## src/rtl/path_metric_select.sv

```systemverilog
// Streaming survivor selector: tracks best and second-best path metric per frame
// (min or max mode) and reports winner index, winner metric and reliability delta.
module path_metric_select #(
    parameter int MW     = 30,
    parameter int N_PATH = 16,
    localparam int IW    = $clog2(N_PATH)
) (
    input  logic          clk,
    input  logic          rst,
    input  logic          in_valid,
    input  logic [MW-1:0] in_metric,
    input  logic          in_last,
    input  logic          sel_max,
    output logic          out_valid,
    output logic [IW-1:0] best_idx,
    output logic [MW-1:0] best_metric,
    output logic [MW-1:0] delta,
    output logic          frame_err
);

    localparam logic [IW-1:0] LAST_POS = IW'(N_PATH - 1);

    typedef enum logic {IDLE, ACC} state_t;

    state_t        state_q, state_d;
    logic [IW-1:0] cnt_q, cnt_d;
    logic [IW-1:0] idx_q, idx_d;
    logic          mode_q, mode_d;
    logic          have2_q, have2_d;
    logic [MW-1:0] best_q, best_d;
    logic [MW-1:0] second_q, second_d;

    logic          out_valid_q, out_valid_d;
    logic [IW-1:0] best_idx_q, best_idx_d;
    logic [MW-1:0] best_metric_q, best_metric_d;
    logic [MW-1:0] delta_q, delta_d;
    logic          frame_err_q, frame_err_d;

    logic          close_frame;
    logic          len_err;

    function automatic logic better(input logic [MW-1:0] a, input logic [MW-1:0] b,
                                    input logic max_mode);
        return max_mode ? (a > b) : (a < b);
    endfunction

    // Best is never worse than second, so ordering the subtraction by mode cannot wrap.
    function automatic logic [MW-1:0] abs_delta(input logic [MW-1:0] b, input logic [MW-1:0] s,
                                                input logic max_mode, input logic have_second);
        if (!have_second) return '1;
        return max_mode ? (b - s) : (s - b);
    endfunction

    always_comb begin
        state_d       = state_q;
        cnt_d         = cnt_q;
        idx_d         = idx_q;
        mode_d        = mode_q;
        have2_d       = have2_q;
        best_d        = best_q;
        second_d      = second_q;
        close_frame   = 1'b0;
        len_err       = 1'b0;
        out_valid_d   = 1'b0;
        best_idx_d    = best_idx_q;
        best_metric_d = best_metric_q;
        delta_d       = delta_q;
        frame_err_d   = frame_err_q;

        if (in_valid) begin
            if (state_q == IDLE) begin
                mode_d  = sel_max;
                best_d  = in_metric;
                idx_d   = '0;
                have2_d = 1'b0;
                cnt_d   = IW'(1);
                if (in_last) begin
                    close_frame = 1'b1;
                    len_err     = 1'b1;
                end else begin
                    state_d = ACC;
                end
            end else begin
                if (better(in_metric, best_q, mode_q)) begin
                    second_d = best_q;
                    have2_d  = 1'b1;
                    best_d   = in_metric;
                    idx_d    = cnt_q;
                end else if (!have2_q || better(in_metric, second_q, mode_q) ||
                             (in_metric == second_q)) begin
                    second_d = in_metric;
                    have2_d  = 1'b1;
                end
                cnt_d = cnt_q + 1'b1;
                if (in_last || (cnt_q == LAST_POS)) begin
                    close_frame = 1'b1;
                    len_err     = !(in_last && (cnt_q == LAST_POS));
                end
            end
        end

        // Results are taken from the post-update values so latency stays at one clock.
        if (close_frame) begin
            state_d       = IDLE;
            cnt_d         = '0;
            out_valid_d   = 1'b1;
            best_idx_d    = idx_d;
            best_metric_d = best_d;
            delta_d       = abs_delta(best_d, second_d, mode_d, have2_d);
            frame_err_d   = len_err;
        end
    end

    always_ff @(posedge clk or negedge rst) begin
        if (!rst) begin
            state_q       <= IDLE;
            cnt_q         <= '0;
            out_valid_q   <= 1'b0;
            best_idx_q    <= '0;
            best_metric_q <= '0;
            delta_q       <= '0;
            frame_err_q   <= 1'b0;
        end else begin
            state_q       <= state_d;
            cnt_q         <= cnt_d;
            out_valid_q   <= out_valid_d;
            best_idx_q    <= best_idx_d;
            best_metric_q <= best_metric_d;
            delta_q       <= delta_d;
            frame_err_q   <= frame_err_d;
        end
    end

    // Frame-local tracking registers are always reloaded by the first sample of a frame.
    always_ff @(posedge clk) begin
        idx_q    <= idx_d;
        mode_q   <= mode_d;
        have2_q  <= have2_d;
        best_q   <= best_d;
        second_q <= second_d;
    end

    assign out_valid   = out_valid_q;
    assign best_idx    = best_idx_q;
    assign best_metric = best_metric_q;
    assign delta       = delta_q;
    assign frame_err   = frame_err_q;

endmodule

```

## config.mk

```make
export PLATFORM = sky130hd
export DESIGN_NAME = path_metric_select
export DESIGN_NICKNAME = d
export VERILOG_FILES = /design/src/rtl/path_metric_select.sv
export SDC_FILE = /design/constraint.sdc
export NUM_CORES = 1
export LEC_CHECK = 0
export CORE_AREA = 3 3 171 157
export CTS_CLUSTER_SIZE = 8
export DETAILED_ROUTE_END_ITERATION = 10
export DIE_AREA = 0 0 174 160
export GPL_TIMING_DRIVEN = 0
export PLACE_DENSITY = 0.69
export SYNTH_ARGS = -nofsm -noshare
export SYNTH_HDL_FRONTEND = slang
export SYNTH_SLANG_ARGS = --single-unit
```

## constraint.sdc

```tcl
create_clock -name clk -period 12.5 [get_ports clk]
set_input_delay 3.125 -clock clk [delete_from_list [all_inputs] [get_ports clk]]
set_output_delay 3.125 -clock clk [all_outputs]
set_load 0.1 [all_outputs]
```

Yosys cells after proc, flatten, opt, wreduce, memory -nomap -nowiden
Cells that the tools add are included.

storage, ports and cells
  bits in registers = 137
  latch bits = 0
  memory bits (writable) = 0
  ROM bits = 0
  output and inout bits = 66
  word-level logic and storage cells = 66
  memories = 0

operators by class
  add/sub/neg operators = 3
  $mul = 0
  div/mod/pow operators = 0
  magnitude comparators = 4
  equality and inequality tests = 2
  shift operators = 0
  mux-type cells = 38
  bitwise operators = 0
  reductions and logical operators = 7

operators with widths
  cell                                         number
  two-way mux 30 bit                           10
  > comparator 30 bit                          2
  less-than comparator 30 bit                  2
  subtractor 30 bit                            2
  == test 30 bit                               1
  two-way mux 4 bit                            6
  two-way mux 1 bit                            22
  adder 4 x 1 -> 4 bit, second input constant  1
  == test 4 bit, second input constant         1
  logical OR 1 bit                             3
  zero test 1 bit                              2
  nonzero test 2 bit                           1
  logical AND 1 bit                            1

Logic depth before layout (Yosys ltp)
Gate-level depths: netlist (run 1).

  word-level depth = 11
  gate-level depth with buffers = 30
  depth with buffers taken out = 27

Worst setup path after synthesis (run 1)
OpenSTA, ideal clock, no wires.

  kind = input-to-reg
  start point = in in_metric[13]
  end point = reg delta_q[27], in the netlist delta[27]
  arrival time = 8,808 ps
  required time = 12,404 ps
  setup slack = 3,596 ps
  stages on the path = 26
  cells stage by stage = ha_1 a21oi_1 o21ai_0 a221oi_2 a31oi_2 o21ba_1 buf_2 o31ai_4 buf_6 buf_1 mux2i_1 ha_1 nor2b_1 o21ai_0 a21boi_1 o21ai_0 a21boi_1 o2111a_1 o311ai_1 o21a_1 o211ai_1 a21o_1 a2111oi_0 nand3b_1 a21oi_1 nor4_2

between the ends
  cells in the longest elaborated chain, start to end = 11

ends and longest elaborated chain
  element                                                                    RTL line  text
  from (decl)                                                                11        input logic [MW-1:0] in_metric,
  less-than comparator 30 bit / > comparator 30 bit (equally long branches)  44        return max_mode ? (a > b) : (a < b);
  two-way mux 1 bit                                                          44
  logical OR 1 bit (2 in series)                                             89        end else if (!have2_q || better(in_metric, second_q, mode_q) ||
  two-way mux 30 bit / two-way mux 1 bit (equally long branches)             89
  two-way mux 30 bit / two-way mux 1 bit (equally long branches)             84        if (better(in_metric, best_q, mode_q)) begin
  two-way mux 30 bit / two-way mux 1 bit (equally long branches)             71        if (state_q == IDLE) begin
  two-way mux 30 bit / two-way mux 1 bit (equally long branches)             70        if (in_valid) begin
  subtractor 30 bit / two-way mux 1 bit (equally long branches)              51, 50
  two-way mux 30 bit / two-way mux 1 bit (equally long branches)             51, 103
  two-way mux 30 bit *                                                       51        return max_mode ? (b - s) : (s - b);
  to (signal assigned)                                                       129       delta_q <= delta_d;
  to (decl)                                                                  36        logic [MW-1:0] delta_q, delta_d;

Mark *: on every way between the ends. The rest lies on a longest branch, timed or not. The select of a mux whose other input is x is not followed.
A chain may end at the register's enable or synchronous reset.

Final worst setup path (run 1)
  start point = in in_metric[21]
  end point = reg delta_q[27], in the netlist delta[27]

The elaborated chain is that of the path after synthesis.

==> results.cfg, run 1 <==
[run_status]
status = finished clean

[timing]
rsz0062_at_grt = no
period_needed_ps = 10680
fin_skew_ps = 9.69
finalSetupTns_ps = 0
finalMaxSlewViolations = 0
max_slew_margin_pct = 27.0
finalCritPeriodShare_pct = 85.4
tightest_slew_ps = 1090
max_freq_mhz = 93.6
setup_viol = 0
postLayoutSetupSlackWorst_ps = 1820
finalHoldViolations = 0

[detailed_routing]
firstDrtPassIters = 5
dr.first_iter.drc_count = 805
wl_um = 32600
ant_nets = 0
vias = 9441
vias_per_cell = 5.55
routedWlPerCell_um = 19.2
drc = 0

[final_layout]
multiInputGateArea_mm2 = 0.00621
final_cells = 1701
antenna_cells = 0
ff_latch_area_mm2 = 0.00310
layout.cells.most_common = inv_1
n_fill_cell = 2472
fin_nets = 1499
syn2layout_area_growth_pct = 20.7
fin_area_mm2 = 0.0121
mostFrequentLayoutCells = 135 x inv_1, 133 x a21oi_1, 116 x ha_1
final_layout_size_suffix_gt1_share_pct = 4.71

[min_path]
hold_path_class = flip-flop to flip-flop

[setup_path]
cp_num_buf_inv = 3
crit_required_ps = 12840
endpoint_kind = flip-flop
cp.arrival_ps = 11020
startpoint_type = primary input
cpPeakStageDelay_ps = 760
cp_slowest_cell = buf_1
path_delay_family = compound AO/OA/AOI/OAI gates
worst-setup-path-type = primary input to flip-flop
crit_fanout = 10

[synthesis]
ys_ff_latch = 137
ys_top_cells_by_area = dfrtp_1 18%, ha_1 14%, dfxtp_1 13%
ys.warnings.count = 0
avgSynthCellArea_um2 = 8.18
synth_cell_type_count = 77
synth_edf_count = 0
synth_top_area_share_pct = 17.7
synth_area_leader_cell = dfrtp_1
ys_seq_area_share_pct = 30.9
synth_area_mm2 = 0.0100
synth_nets = 1380
synthFlopType = dfrtp_1
syn-instance-count = 1227
synth_async_sr_flop_share_pct = 51.8

[clock_network]
cts_setup_buffers = 0
ctsResizeCount = 0
cts_max_level = 4
clk_pin_slew_worst_paths_ps = 60
clk_latency_ps = 430
cts_tree = yes
cts_hold_buf = 0
cts.path.max_buffers = 2
clock-root-buffer = clkbuf_16
cts_num_sinks = 137
numCtsBuffers = 17

[floorplan]
die_w_um = 174
die_y_um = 160
fp-row-count = 55
num_io_pins = 101
coreArea_mm2 = 0.0250
initial_core_util_pct = 40.1
die_area_mm2 = 0.0278

[grt]
antenna_found_initial = 0
grt_pass1_vias = 9142
grt_use_total_pct = 23.3
grt_start_max_net_pins = 42
grt_pass1_wl_um = 51100
grt.overflow.total = 0

[placed_design]
gp_congestion = 0.946
port_buffers = 99
placed_area_mm2 = 0.0115
preCtsSetupSlack_ps = 1530
dp.cells = 1669
dp_hpwl_um = 25600

[job]
max-cap-violations = 0
-- sequential cells by signal, summed over array words and instances (netlist names) --
name,count
mode_q,1
best_q,30
state_q,1
cnt_q,4
second_q,30
best_metric,30
delta,30
out_valid,1
frame_err,1
idx_q,4
best_idx,4
have2_q,1
-- path summary, 6_finish.rpt --
path / start / to / slack, ps / cells past startpoint
max: in_metric[21] / delta[27] / 1820 / 26
min: have2_q / have2_q / 480 / 2
max reg2reg: best_q[29] / delta[27] / 4670 / 26
min reg2reg: have2_q / have2_q / 480 / 2
max in group asynchronous: rst / best_metric[20] / 9300 / 2
min in group asynchronous: rst / delta[8] / 2630 / 1
-- routing by layer --
metal  routed length [um]  up-vias  share of wire, %  global-route usage [%]
li1                     -     4580                 -                       -
met5                    0        -                 0                       0
met3                 2280       54               7.0                    4.90
met4                  725        0               2.2                    7.02
met2                13900      328                43                    34.9
met1                15700     4479                48                    33.6
-- cell families after synthesis --
kind of cell	after synthesis	synth area share (%)
and+or+nand+nor	318	14.7
AOI/OAI and AO/OA	395	25.7
DFF	137	30.9
buffers and inverters	192	7.29
adders and majority gates	118	14.9
xor gates and xnor gates	28	2.44
muxes	39	4.13
-- Yosys cell counts (22+ instances only) --
| cell type | count |
|---|---|
| a21o_1 | 36 |
| a21oi_1 | 133 |
| clkbuf_1 | 44 |
| dfrtp_1 | 71 |
| dfxtp_1 | 66 |
| ha_1 | 116 |
| inv_1 | 135 |
| mux2i_1 | 34 |
| nand2_1 | 105 |
| nor2_1 | 96 |
| o21ai_0 | 75 |
| o22a_1 | 22 |
-- worst reg2reg max path, cell delays in order, from the launching register on --
cell       delay (ps)
dfxtp_1           380
inv_1              60
ha_1              320
nand4_1           240
nor4_1            330
nand2_1           120
o21ai_1           320
nor3_2            200
o31ai_4           420
buf_6             260
buf_1             760
mux2i_1           490
ha_1              310
nor2b_1           140
o21ai_0           290
a21boi_1          110
o21ai_0           310
a21boi_1          140
o2111a_1          290
o311ai_1          500
o21a_1            200
o211ai_1          100
a21o_1            230
a2111oi_0         670
nand3b_1          190
a21oi_1            80
nor4_2            280
-- layout make-up --
class	count	area share (%)
clock inverters	10	1.13
clock buffers	22	4.10
multi-input cells	898	51.2
flip-flops and latches	137	25.6
repair buffers	100	8.39
plain buffers	55	1.80
well taps	342	3.53
inverters	137	4.25
-- stage by stage --
| step | utilization (%) | hold WS (ps) |
|---|---|---|
| after floorplan | - | 436 |
| after global placement | 45.7 | 450 |
| after detailed placement | 45.8 | 460 |
| after CTS | 48.4 | 469 |
| after global routing | 48.4 | 484 |
| final | 48.4 | 477 |
Power of run 1 is not shown: default switching activity piles up to over one toggle a cycle in this logic, so the estimate is an artifact.
==> inputs of run 2 (changes only) <==
==> config.mk (replaced) <==
export PLATFORM = sky130hd
export DESIGN_NAME = path_metric_select
export DESIGN_NICKNAME = d
export VERILOG_FILES = /design/src/rtl/path_metric_select.sv
export SDC_FILE = /design/constraint.sdc
export NUM_CORES = 1
export LEC_CHECK = 0
export ABC_AREA = 1
export CORE_AREA = 3 3 179 164
export CTS_CLUSTER_SIZE = 8
export DETAILED_ROUTE_END_ITERATION = 10
export DIE_AREA = 0 0 182 167
export GPL_TIMING_DRIVEN = 0
export PLACE_DENSITY = 0.68
export SYNTH_ARGS = -nofsm -noshare
export SYNTH_HDL_FRONTEND = slang
export SYNTH_SLANG_ARGS = --single-unit
==> run 2 against run 1 <==
  * Register-to-register slack improved by 2100 ps
  * Wire length rose by 18%
  * Clock skew rose by 4.6 ps
  * Setup slack improved by 2100 ps
  * Maximum frequency rose by 24%
  * Utilization fell by 1.3 points
  * Die area rose by 9.2%
  * Global-route usage rose by 1.8 points
  * Worst hold slack improved by 2.5 ps
  * Sequential share of layout area fell by 1.8 points
  * Critical path depth rose by 5
  * Critical endpoint is now delta[18]
==> results.cfg, run 2 <==
[setup_path]
endpoint_kind = flip-flop
r2r_setup_slack_ps = 6780
cp.arrival_ps = 8910
crit_required_ps = 12820
r2r_cells = 31
path_common_cell = nand2_1
r2r_end = delta[18]
cp_slowest_cell = clkbuf_1
startpoint_type = primary input
r2r-start = best_q[29]
crit_fanout = 10
cpPeakStageDelay_ps = 550
worst-setup-path-type = primary input to flip-flop

[timing]
finalCritPeriodShare_pct = 68.7
finalMaxSlewViolations = 0
hold-worst-slack_ps = 479
finalHoldViolations = 0
period_needed_ps = 8590
max_freq_mhz = 116
max_slew_margin_pct = 2.07
setup_viol = 0
fin_skew_ps = 14.3
rsz0062_at_grt = no
tightest_slew_ps = 1460
finalSetupTns_ps = 0

[clock_network]
numCtsBuffers = 17
clk_latency_ps = 440
clk_pin_slew_worst_paths_ps = 60
cts_hold_buf = 0
ctsResizeCount = 0
cts_tree = yes
cts_setup_buffers = 0
cts_num_sinks = 137
cts.path.max_buffers = 2
cts_max_level = 4
clock-root-buffer = clkbuf_16

[synthesis]
synth_cell_type_count = 57
synth.most_common_cell = nand2_1
synth_area_leader_cell = dfrtp_1
synth_async_sr_flop_share_pct = 51.8
ys_seq_area_share_pct = 28.3
ys_ff_latch = 137
synth_area_mm2 = 0.0110
synth_top_cells_by_count = 400 x nand2_1, 329 x inv_1, 156 x o21ai_0, 116 x ha_1, 108 x a21oi_1
avgSynthCellArea_um2 = 6.62
ys.warnings.count = 0
syn-instance-count = 1655
ys_top_cells_by_area = dfrtp_1 16%, nand2_1 14%, ha_1 13%
synth_edf_count = 0
synthFlopType = dfrtp_1
synth_top_area_share_pct = 16.2
synth_nets = 1808

[grt]
grt_pass1_wl_um = 59600
grt.overflow.total = 0
antenna_found_initial = 0
grt_pass1_vias = 10600
grt_use_total_pct = 25.1
grt_start_max_net_pins = 44

[placed_design]
dp.cells = 2115
port_buffers = 99
dp_hpwl_um = 31300
gp_congestion = 0.969

[detailed_routing]
drc = 0
wl_um = 38500
dr.first_iter.drc_count = 930
firstDrtPassIters = 8
routedWlPerCell_um = 17.9
vias = 11100
vias_per_cell = 5.17
ant_nets = 0

[final_layout]
final_core_utilization_pct = 47.1
syn2layout_area_growth_pct = 19.0
mostFrequentLayoutCells = 400 x nand2_1, 329 x inv_1, 156 x o21ai_0
final_cells = 2147
final_layout_size_suffix_gt1_share_pct = 6.04
fin_nets = 1927
antenna_cells = 0
layout.cells.most_common = nand2_1

[floorplan]
fp-row-count = 58
initial_core_util_pct = 39.5
die_y_um = 167
coreArea_mm2 = 0.0277
die_w_um = 182
die_area_mm2 = 0.0304
num_io_pins = 101

[min_path]
min_to = best_idx[1]
holdCritStartpoint = best_idx[1]
worstHoldPathCells = 2
hold_path_class = flip-flop to flip-flop

[run_status]
status = finished clean

[job]
max-cap-violations = 0
-- run 2: critical path, delay by kind of cell --
family                     cells  cell delay [ps]
AOI/OAI and AO/OA              4             1320
adders and majority gates      3              870
buffers and inverters          8             1730
and+or+nand+nor               16             1840
-- run 2: cell type report --
class | instances | area, um2
flip-flops and latches | 137 | 3100
inverters | 332 | 1250
clock inverters | 14 | 189
plain buffers | 44 | 200
multi-input cells | 1142 | 6420
well taps | 360 | 450
fillers | 2887 | 14700
clock buffers | 18 | 429
repair buffers | 100 | 1020
-- run 2: kinds of logic (layout without fill, tap and decap cells) --
group | Yosys count | count (layout) | synth area share (%)
flip-flops | 137 | 137 | 28.3
AO/OA/AOI/OAI | 359 | 359 | 18.7
adder cells (fa/ha/maj) | 118 | 118 | 13.6
AND/OR/NAND/NOR | 662 | 662 | 26.0
XOR/XNOR | 3 | 3 | 0.240
buffers and inverters | 376 | 508 | 13.2
-- run 2: how the worst max path moves through the flow --
stage | from | to | slack (ps) | depth (start not counted)
final | in_metric[29] | delta[18] | 3910 | 31
after global routing | in_metric[29] | delta[18] | 3420 | 31
after CTS | in_metric[29] | delta[18] | 4050 | 31
after detailed placement | in_metric[29] | delta[18] | 3640 | 31
after global placement | in_metric[29] | delta[18] | 3620 | 31
after floorplan | in_metric[21] | delta[19] | 5570 | 32
-- run 2: per-layer routing --
layer | wire length [um] | GRT usage [%] | up-vias | share of wire [%]
met5 | 0 | 0 | - | 0
met4 | 854 | 6.75 | 0 | 2.2
met3 | 2750 | 4.41 | 43 | 7.1
met2 | 16600 | 38.2 | 393 | 43
met1 | 18300 | 36.6 | 5109 | 48
li1 | - | - | 5545 | -
-- run 2: stage by stage --
step	setup slack (ps)	area, um2
CTS	4050	13000
detailed placement	3640	12400
global placement	3620	12400
global route	3420	13000
finish	3910	13000
floorplan	5570	11000
Power of run 2 is left out for the same reason.
==> inputs of run 3 (changes only) <==
==> constraint.sdc (replaced) <==
create_clock -name clk -period 8.6 [get_ports clk]
set_input_delay 2.15 -clock clk [delete_from_list [all_inputs] [get_ports clk]]
set_output_delay 2.15 -clock clk [all_outputs]
set_load 0.1 [all_outputs]
==> results of run 3 <==
Same layout as run 2 (identical final DEF). Status: finished clean.
Among the figures that moved: setup slack after placement 3640 ps -> 718 ps; setup slack after layout 3910 ps -> 983 ps; register-to-register setup slack 6780 ps -> 2880 ps
Power of run 3 is left out for the same reason.
